## src/rtl/iot_event_serializer_if.sv

```systemverilog
// Bundle between the device status source and the event serializer.
// master drives device levels and observes the event stream; slave is the serializer.
interface iot_event_serializer_if #(
   parameter int N_DEV = 8,
   parameter int IDX_W = 3
);
   logic [N_DEV-1:0] dev_status;
   logic             on_off;
   logic             change;
   logic             busy;
   logic [IDX_W-1:0] last_idx;

   modport master (
      output dev_status,
      input  on_off, change, busy, last_idx
   );

   modport slave (
      input  dev_status,
      output on_off, change, busy, last_idx
   );
endinterface

```

## src/rtl/iot_event_serializer.sv

```systemverilog
// Turns per-device on/off level changes into a serial stream of one-cycle
// up/down events, lowest device index first, for the active-device monitor.
module iot_event_serializer #(
   parameter int N_DEV = 8,
   parameter int IDX_W = 3
) (
   input  logic                    clk,
   input  logic                    rst,
   iot_event_serializer_if.slave   bus
);

   logic [N_DEV-1:0] s_q;
   logic [N_DEV-1:0] pend_up_q, pend_up_d;
   logic [N_DEV-1:0] pend_dn_q, pend_dn_d;
   logic             on_off_q;
   logic             change_q;
   logic             busy_q;
   logic [IDX_W-1:0] last_idx_q;

   logic [N_DEV-1:0] rise, fall, pend, emit;
   logic [IDX_W-1:0] sel;
   logic             any_pend;
   logic             sel_up;

   always_comb begin
      rise     = bus.dev_status & ~s_q;
      fall     = ~bus.dev_status & s_q;
      pend     = pend_up_q | pend_dn_q;
      sel      = '0;
      any_pend = 1'b0;
      sel_up   = 1'b0;
      // Descending scan so the lowest pending index wins.
      for (int i = N_DEV - 1; i >= 0; i--) begin
         if (pend[i]) begin
            sel      = IDX_W'(i);
            any_pend = 1'b1;
            sel_up   = pend_up_q[i];
         end
      end
      emit = '0;
      for (int i = 0; i < N_DEV; i++) begin
         emit[i] = any_pend && (sel == IDX_W'(i));
      end
   end

   always_comb begin
      pend_up_d = pend_up_q;
      pend_dn_d = pend_dn_q;
      for (int i = 0; i < N_DEV; i++) begin
         if (emit[i]) begin
            pend_up_d[i] = 1'b0;
            pend_dn_d[i] = 1'b0;
         end
         // An edge opposite to a still-queued event annihilates it; once the
         // event is already going out this cycle, the new edge is queued instead.
         if (rise[i]) begin
            if (pend_dn_q[i] && !emit[i]) pend_dn_d[i] = 1'b0;
            else                          pend_up_d[i] = 1'b1;
         end
         if (fall[i]) begin
            if (pend_up_q[i] && !emit[i]) pend_up_d[i] = 1'b0;
            else                          pend_dn_d[i] = 1'b1;
         end
      end
   end

   always_ff @(posedge clk or negedge rst) begin
      if (!rst) begin
         s_q        <= '0;
         pend_up_q  <= '0;
         pend_dn_q  <= '0;
         on_off_q   <= 1'b0;
         change_q   <= 1'b0;
         busy_q     <= 1'b0;
         last_idx_q <= '0;
      end else begin
         s_q       <= bus.dev_status;
         pend_up_q <= pend_up_d;
         pend_dn_q <= pend_dn_d;
         on_off_q  <= any_pend;
         change_q  <= any_pend & sel_up;
         busy_q    <= |(pend_up_d | pend_dn_d);
         if (any_pend) last_idx_q <= sel;
      end
   end

   assign bus.on_off   = on_off_q;
   assign bus.change   = change_q;
   assign bus.busy     = busy_q;
   assign bus.last_idx = last_idx_q;

endmodule

```

## src/flat_wrapper.sv

```systemverilog
// flat-port wrapper written by rule: the top's interface ports become plain ports
module iot_event_serializer_flat 
#(
   parameter int N_DEV = 8,
   parameter int IDX_W = 3
)
  (clk, rst, bus_dev_status, bus_on_off, bus_change, bus_busy, bus_last_idx);
  iot_event_serializer_if #(.N_DEV(N_DEV), .IDX_W(IDX_W)) bus_i ();
  input  logic clk;
  input  logic rst;
  input wire logic [$bits(bus_i.dev_status)-1:0] bus_dev_status;
  output wire logic [$bits(bus_i.on_off)-1:0] bus_on_off;
  output wire logic [$bits(bus_i.change)-1:0] bus_change;
  output wire logic [$bits(bus_i.busy)-1:0] bus_busy;
  output wire logic [$bits(bus_i.last_idx)-1:0] bus_last_idx;
  assign bus_i.dev_status = bus_dev_status;
  assign bus_on_off = bus_i.on_off;
  assign bus_change = bus_i.change;
  assign bus_busy = bus_i.busy;
  assign bus_last_idx = bus_i.last_idx;
  iot_event_serializer #(.N_DEV(N_DEV), .IDX_W(IDX_W)) u_core (.clk(clk), .rst(rst), .bus(bus_i));
endmodule
```

## config.mk

```make
export PLATFORM = sky130hd
export DESIGN_NAME = iot_event_serializer_flat
export DESIGN_NICKNAME = d
export VERILOG_FILES = /design/src/rtl/iot_event_serializer_if.sv /design/src/rtl/iot_event_serializer.sv /design/src/flat_wrapper.sv
export SDC_FILE = /design/constraint.sdc
export NUM_CORES = 1
export LEC_CHECK = 0
export ABC_AREA = 1
export BUFFER_PORTS_ARGS = -buffer_cell sky130_fd_sc_hd__buf_2
export CAP_MARGIN = 0
export CORE_UTILIZATION = 61
export DETAILED_ROUTE_END_ITERATION = 6
export PLACE_DENSITY = 0.8
export SLEW_MARGIN = 20
export SYNTH_ARGS = -nofsm -noshare
export SYNTH_HDL_FRONTEND = slang
export SYNTH_SLANG_ARGS = --single-unit
export TNS_END_PERCENT = 1
```

## constraint.sdc

```tcl
create_clock -name clk -period 3.38 [get_ports clk]
set_input_delay 0.676 -clock clk [delete_from_list [all_inputs] [get_ports clk]]
set_output_delay 0.676 -clock clk [all_outputs]
set_load 0.02 [all_outputs]
```

==> results.md, run 1 <==
* Synth Register Bits at 30
* Setup Skew at 6.42 ps
* Syn Nets at 195
* Vias at 1191
* Hold WC Path Type: in2async
* Endpoint type of the worst setup path: register
* GRT Overall Usage at 0.257
* Largest family of logic cells by synthesized area: simple AND/OR/NAND/NOR gates
* Share of cells above drive strength 1 at 0.240
* WP data required at 3610 ps
* Die Area at 2690 sq um
* Max frequency at 539 MHz
* Status: complete, no violations
* Syn Area/Cell at 8.20 sq um
* DRT iter0 DRCs at 15
* Fin Setup TNS at 0 ps
* Most frequent cell after synthesis: nand2_1
* Drt wl/cell at 12.1 um
* Final Cell Area at 1690 sq um
* Area Overhead vs Synth at 11.2%
* RSZ-0062 raised after global routing: false
* Grt peak-use layer: met2
* Worst setup SP type: register
* Maxcap violations at 0
* Core Footprint at 2280 sq um
* Post-Synthesis Cells at 185
* FF-to-FF setup slack at 1520 ps
* Synth cell count leaders: 51 x nand2_1, 30 x dfrtp_1, 26 x inv_1, 22 x nor2_1, 9 x nand2_2
* Leak Pwr at 0.923 nW
* TritonRoute pass-1 iters at 4
* Synth Cell Area at 1520 sq um
* DRC viols at 0
* Antenna cells at 0
* Synth Area in Compound Gates at 0.0594
* CTS tree: done
* Simple-gate portion of the synthesized area at 0.367
* Worst skew pair latency at 330 ps
* Synth cell types at 21
* Die W at 51.9 um
* Clock Path Buffers at 2
* Hold WS at 356 ps
* Max-slew violation count at 0
* GRT overflow at 0
* R2R cell count at 16
* Root buf cell: clkbuf_4
* Largest net degree at the start of global routing at 31
* Crit path DAT at 2090 ps
* Power Density at 762 nW/um^2
* Port Buffers at 15
* Synth Flop Type: dfrtp_1
* Period minus WS final at 1860 ps
* CTS H-tree depth at 2
* Slew HR at 0.573
* Worst-margin pin slew at 640 ps
* Post-Synth Adder-Cell Area at 0
* Met1 Usage GRT at 0.282
* Cell Rows at 17
* Maximum VDD drop at 498 uV
* Post-CTS Setup Repair Bufs at 0
* Post-cts sizing count at 0
* First-pass GRT wire length at 4910 um
* Antenna viol nets, final at 0
* Dpl hpwl at 2190 um
* Synth area leaders: dfrtp_1 50%, nand2_1 13%, inv_1 6.4%
* Clock sinks at 30
* Post-synthesis xor/xnor area fraction at 0
* Grt met2 use at 0.472
* Die Ht at 51.9 um
* Final wirelength at 2850 um
* Final worst path period share at 0.549
* EDFF count, synth at 0
* Initial Util at 0.666
* Final hold violations at 0
* Synth Warn # at 0
* Global routing usage on met3 at 0.0526
* # nets final at 217
* Final setup viols at 0
* Synth top area share at 0.495
* Post-synth top area cell: dfrtp_1
* CTS Buf Count at 5
* Sequential area share after synthesis at 0.495
* Worst r2r src: u_core.pend_dn_q[6]
* Multiplexer share of the synthesized area at 0
* CP max FO at 5
* Via density at 5.05
* Async set-reset flop share out of synthesis at 1.00
* Io pins at 16
* Crit path launch: u_core.pend_dn_q[6]
* Worst r2r dst: u_core.bus.busy
* Cts hold-fix bufs at 0
* Vias in the first global route at 1216
* GPL Wtd Cong at 0.851
* Cell Area, Placed at 1630 sq um
* Reg clk slew, reported paths at 90 ps
* WS Path Type: reg2reg
* Initial antenna violation count at 0
* Tot Pwr at 1.29 mW
-- sequential cells by signal, summed over array words and instances, names as in the netlist --
signal               flops
u_core.pend_dn_q         8
u_core.bus.on_off        1
u_core.bus.busy          1
u_core.pend_up_q         8
u_core.s_q               8
u_core.bus.change        1
u_core.bus.last_idx      3
-- layer usage --
layer / share of wire / vias up / wire length, um
met5: 0 / - / 0
met4: 0.019 / 0 / 53
met3: 0.027 / 8 / 76
met2: 0.54 / 16 / 1530
met1: 0.42 / 557 / 1180
li1: - / 610 / -
-- layout make-up --
cell class,instances,area (sq um)
Tap cell,28,35.0
Timing Repair Buffer,15,75.1
Clock buffer,7,55.1
Multi-Input combinational cell,124,647
Clock inverter,1,5.00
Inverter,31,119
Fill cell,168,589
Sequential cell,30,751
-- worst max path at each step --
stage,slack [ps],depth (start not counted),to
after detailed placement,1540,11,u_core.bus.busy
after CTS,1520,16,u_core.bus.busy
after global routing,1310,16,u_core.bus.busy
after global placement,1590,16,u_core.bus.busy
after floorplan,1740,13,u_core.bus.busy
final,1520,16,u_core.bus.busy
-- cells by family after synthesis --
family,after synthesis
AO/OA/AOI/OAI,16
flip-flops,30
buffers and inverters,31
AND/OR/NAND/NOR,108
-- power breakdown --
| part | total [mW] | switching (mW) | internal, mW |
|---|---|---|---|
| sequential | 0.516 | 0.0687 | 0.447 |
| clock | 0.224 | 0.124 | 0.101 |
| combinational | 0.545 | 0.357 | 0.188 |
| total | 1.29 | 0.549 | 0.736 |
-- worst max-delay path, stage by stage, from the launching register on --
cell     delay (ps)
dfrtp_1         420
nor2_1          140
nand2_1          80
nand2_1          60
nand2_1          60
nand2_1          70
nand2_2          80
nand2_2         140
nand2_1         110
nand3_2         100
nand2_1          60
nand2_1          70
nand2_2          50
nor2_1          100
nand2_1          80
nor2_1           90
nand2_1          50
-- stage by stage --
stage | util | setup slack (ps) | cells
after floorplan | - | 1740 | 185
after global placement | 0.715 | 1590 | 228
after detailed placement | 0.715 | 1540 | 228
after CTS | 0.741 | 1520 | 236
after global routing | 0.741 | 1310 | 236
final | 0.741 | 1520 | 236
-- layout by cell type (no fill, tap or decap), types with 2 or more instances in the layout --
cell type | netlist | routed
clkbuf_4 | 0 | 5
a21oi_1 | 4 | 4
nand2_2 | 9 | 9
inv_2 | 4 | 4
nor2_1 | 22 | 22
inv_1 | 26 | 26
buf_2 | 0 | 15
o21ai_1 | 6 | 6
nor2_8 | 2 | 2
nand3b_1 | 3 | 3
nand2_4 | 2 | 2
nand3_1 | 8 | 8
nand2_1 | 51 | 51
o21bai_1 | 4 | 4
nor2_2 | 2 | 2
nand3_2 | 5 | 5
o21ai_0 | 2 | 2
dfrtp_1 | 30 | 30
(Power assumes the default switching activity.)
==> run 2, diff against run 1 <==
--- a/config.mk
+++ b/config.mk
@@ -8,9 +8,9 @@
 export ABC_AREA = 1
 export BUFFER_PORTS_ARGS = -buffer_cell sky130_fd_sc_hd__buf_2
 export CAP_MARGIN = 0
-export CORE_UTILIZATION = 61
+export CORE_UTILIZATION = 57
 export DETAILED_ROUTE_END_ITERATION = 6
-export PLACE_DENSITY = 0.8
+export PLACE_DENSITY = 0.76
 export SLEW_MARGIN = 20
 export SYNTH_ARGS = -nofsm -noshare
 export SYNTH_HDL_FRONTEND = slang
==> constraint.sdc (replaced) <==
create_clock -name clk -period 1.95 [get_ports clk]
set_input_delay 0.39 -clock clk [delete_from_list [all_inputs] [get_ports clk]]
set_output_delay 0.39 -clock clk [all_outputs]
set_load 0.02 [all_outputs]
==> run 2 against run 1 <==
  * Wire length about the same
  * Setup slack worse by 1400 ps
  * Non-clock buffer count up 4
  * First-iteration DRC count up 120%
  * Critical path depth down 3
  * Design area up 4.2%
  * Maximum frequency up 1.4%
==> results.md, run 2 (same netlist as run 1, synthesis figures left out) <==
* Final Cell Area at 1760 sq um
* Endpoint type of the worst setup path: register
* Inst Count DP at 230
* WS Path Type: reg2reg
* Die Area at 2870 sq um
* First-pass GRT wire length at 4660 um
* Cell Area, Placed at 1630 sq um
* TritonRoute pass-1 iters at 5
* Vias at 1202
* CTS tree: done
* Leak Pwr at 0.950 nW
* CTS H-tree depth at 2
* Max frequency at 546 MHz
* Initial antenna violation count at 0
* Cell Rows at 18
* Worst-margin pin slew at 660 ps
* GRT overflow at 0
* RSZ-0062 raised after global routing: true
* Die Ht at 53.6 um
* Power Density at 1330 nW/um^2
* Antenna cells at 0
* Reg clk slew, reported paths at 90 ps
* Vias in the first global route at 1110
* DRT iter0 DRCs at 33
* WP data required at 2180 ps
* Final worst path period share at 0.939
* Via density at 4.97
* Core Footprint at 2500 sq um
* Antenna viol nets, final at 0
* Port Buffers at 15
* Share of cells above drive strength 1 at 0.283
* Status: complete, no violations
* Fill count at 187
* GRT Overall Usage at 0.240
* CP max FO at 5
* Hold WC Path Type: in2async
* Worst setup SP type: register
* Setup Skew at 4.11 ps
* # nets final at 221
* Dpl hpwl at 2070 um
* Drt wl/cell at 11.8 um
* Largest net degree at the start of global routing at 31
* Final hold violations at 0
* Max-slew violation count at 0
* Commonest non-fill, non-tap cell in the layout: nand2_1
* Final wirelength at 2850 um
* Slew HR at 0.560
* Area Overhead vs Synth at 15.8%
* Most frequent cells in the layout: 50 x nand2_1, 30 x dfrtp_1, 26 x inv_1
* Crit path DAT at 2060 ps
* Root buf cell: clkbuf_4
* Maximum VDD drop at 786 uV
* GPL Wtd Cong at 0.874
* Clock Path Buffers at 2
* Non-Filler Instances at 242
* Cts hold-fix bufs at 0
* Period minus WS final at 1830 ps
* Initial Util at 0.607
* Final setup viols at 0
* Worst skew pair latency at 340 ps
* Io pins at 16
* Clock sinks at 30
* Maxcap violations at 0
* DRC viols at 0
* Top flop regs: u_core.pend_dn_q: 8 flops, u_core.pend_up_q: 8 flops, u_core.s_q: 8 flops
* Die W at 53.6 um
* CTS Buf Count at 5
run 2: changes by cell type in the layout (fill, tap and decap cells not counted), sizes merged:
cell,change
buf,+4
run 2: critical path, stage by stage, from the launching register on:
cell,delay (ps)
dfrtp_1,420
or2_4,290
nor2_8,110
nand2_4,100
nor2_8,140
nand3_2,120
nand2_2,80
nand2_1,50
nand2_1,60
inv_2,40
nor2_1,80
nand2_1,70
nor2_1,100
nand2_1,60
run 2: final timing paths:
check	startpoint	endpoint	slack, ps	cells after the start
min reg2reg	u_core.s_q[0]	u_core.pend_up_q[0]	450	1
max in group asynchronous	rst	u_core.bus.last_idx[2]	1460	1
max reg2reg	u_core.pend_dn_q[2]	u_core.bus.busy	120	13
min	rst	u_core.s_q[4]	80	1
max	u_core.pend_dn_q[2]	u_core.bus.busy	120	13
min in group clk	bus_dev_status[1]	u_core.s_q[1]	160	1
run 2: timing repair:
action                     4_1_cts  5_1_grt
buffers inserted                 0        4
gates resized for setup          0       10
setup endpoints to repair        0        1
run 2: area by class of cell:
type                       instances  area, sq um  area share
clock buffer                       7         55.1      0.0313
tap                               30         37.5      0.0214
timing repair buffer              19          105      0.0598
sequential                        30          751       0.427
multi-input combinational        124          684       0.390
inverter                          31          119      0.0677
clock inverter                     1         5.00     0.00285
run 2: metal layers:
layer / routed length [um] / track usage / up-vias
met5: 0 / 0 / -
met4: 39 / 0.105 / 0
met3: 112 / 0.0847 / 6
met2: 1380 / 0.388 / 28
met1: 1320 / 0.287 / 543
li1: - / - / 625
run 2: through the flow:
step	utilization	hold slack, ps	total power [mW]	setup TNS, ps	setup slack (ps)
after floorplan	-	94.4	1.63	0	314
after global placement	0.652	420	1.79	0	168
after detailed placement	0.652	447	1.83	0	116
after CTS	0.676	82.6	2.23	0	94.3
after global routing	0.703	129	2.52	-58.1	-58.1
final	0.703	75.1	2.34	0	120
run 2: where the power goes:
group	internal [mW]	total, mW	leakage [nW]	switching (mW)
Combinational	0.389	1.04	0.555	0.649
Sequential	0.775	0.912	0.360	0.137
Clock	0.174	0.393	0.0353	0.219
Total	1.34	2.34	0.950	1.01
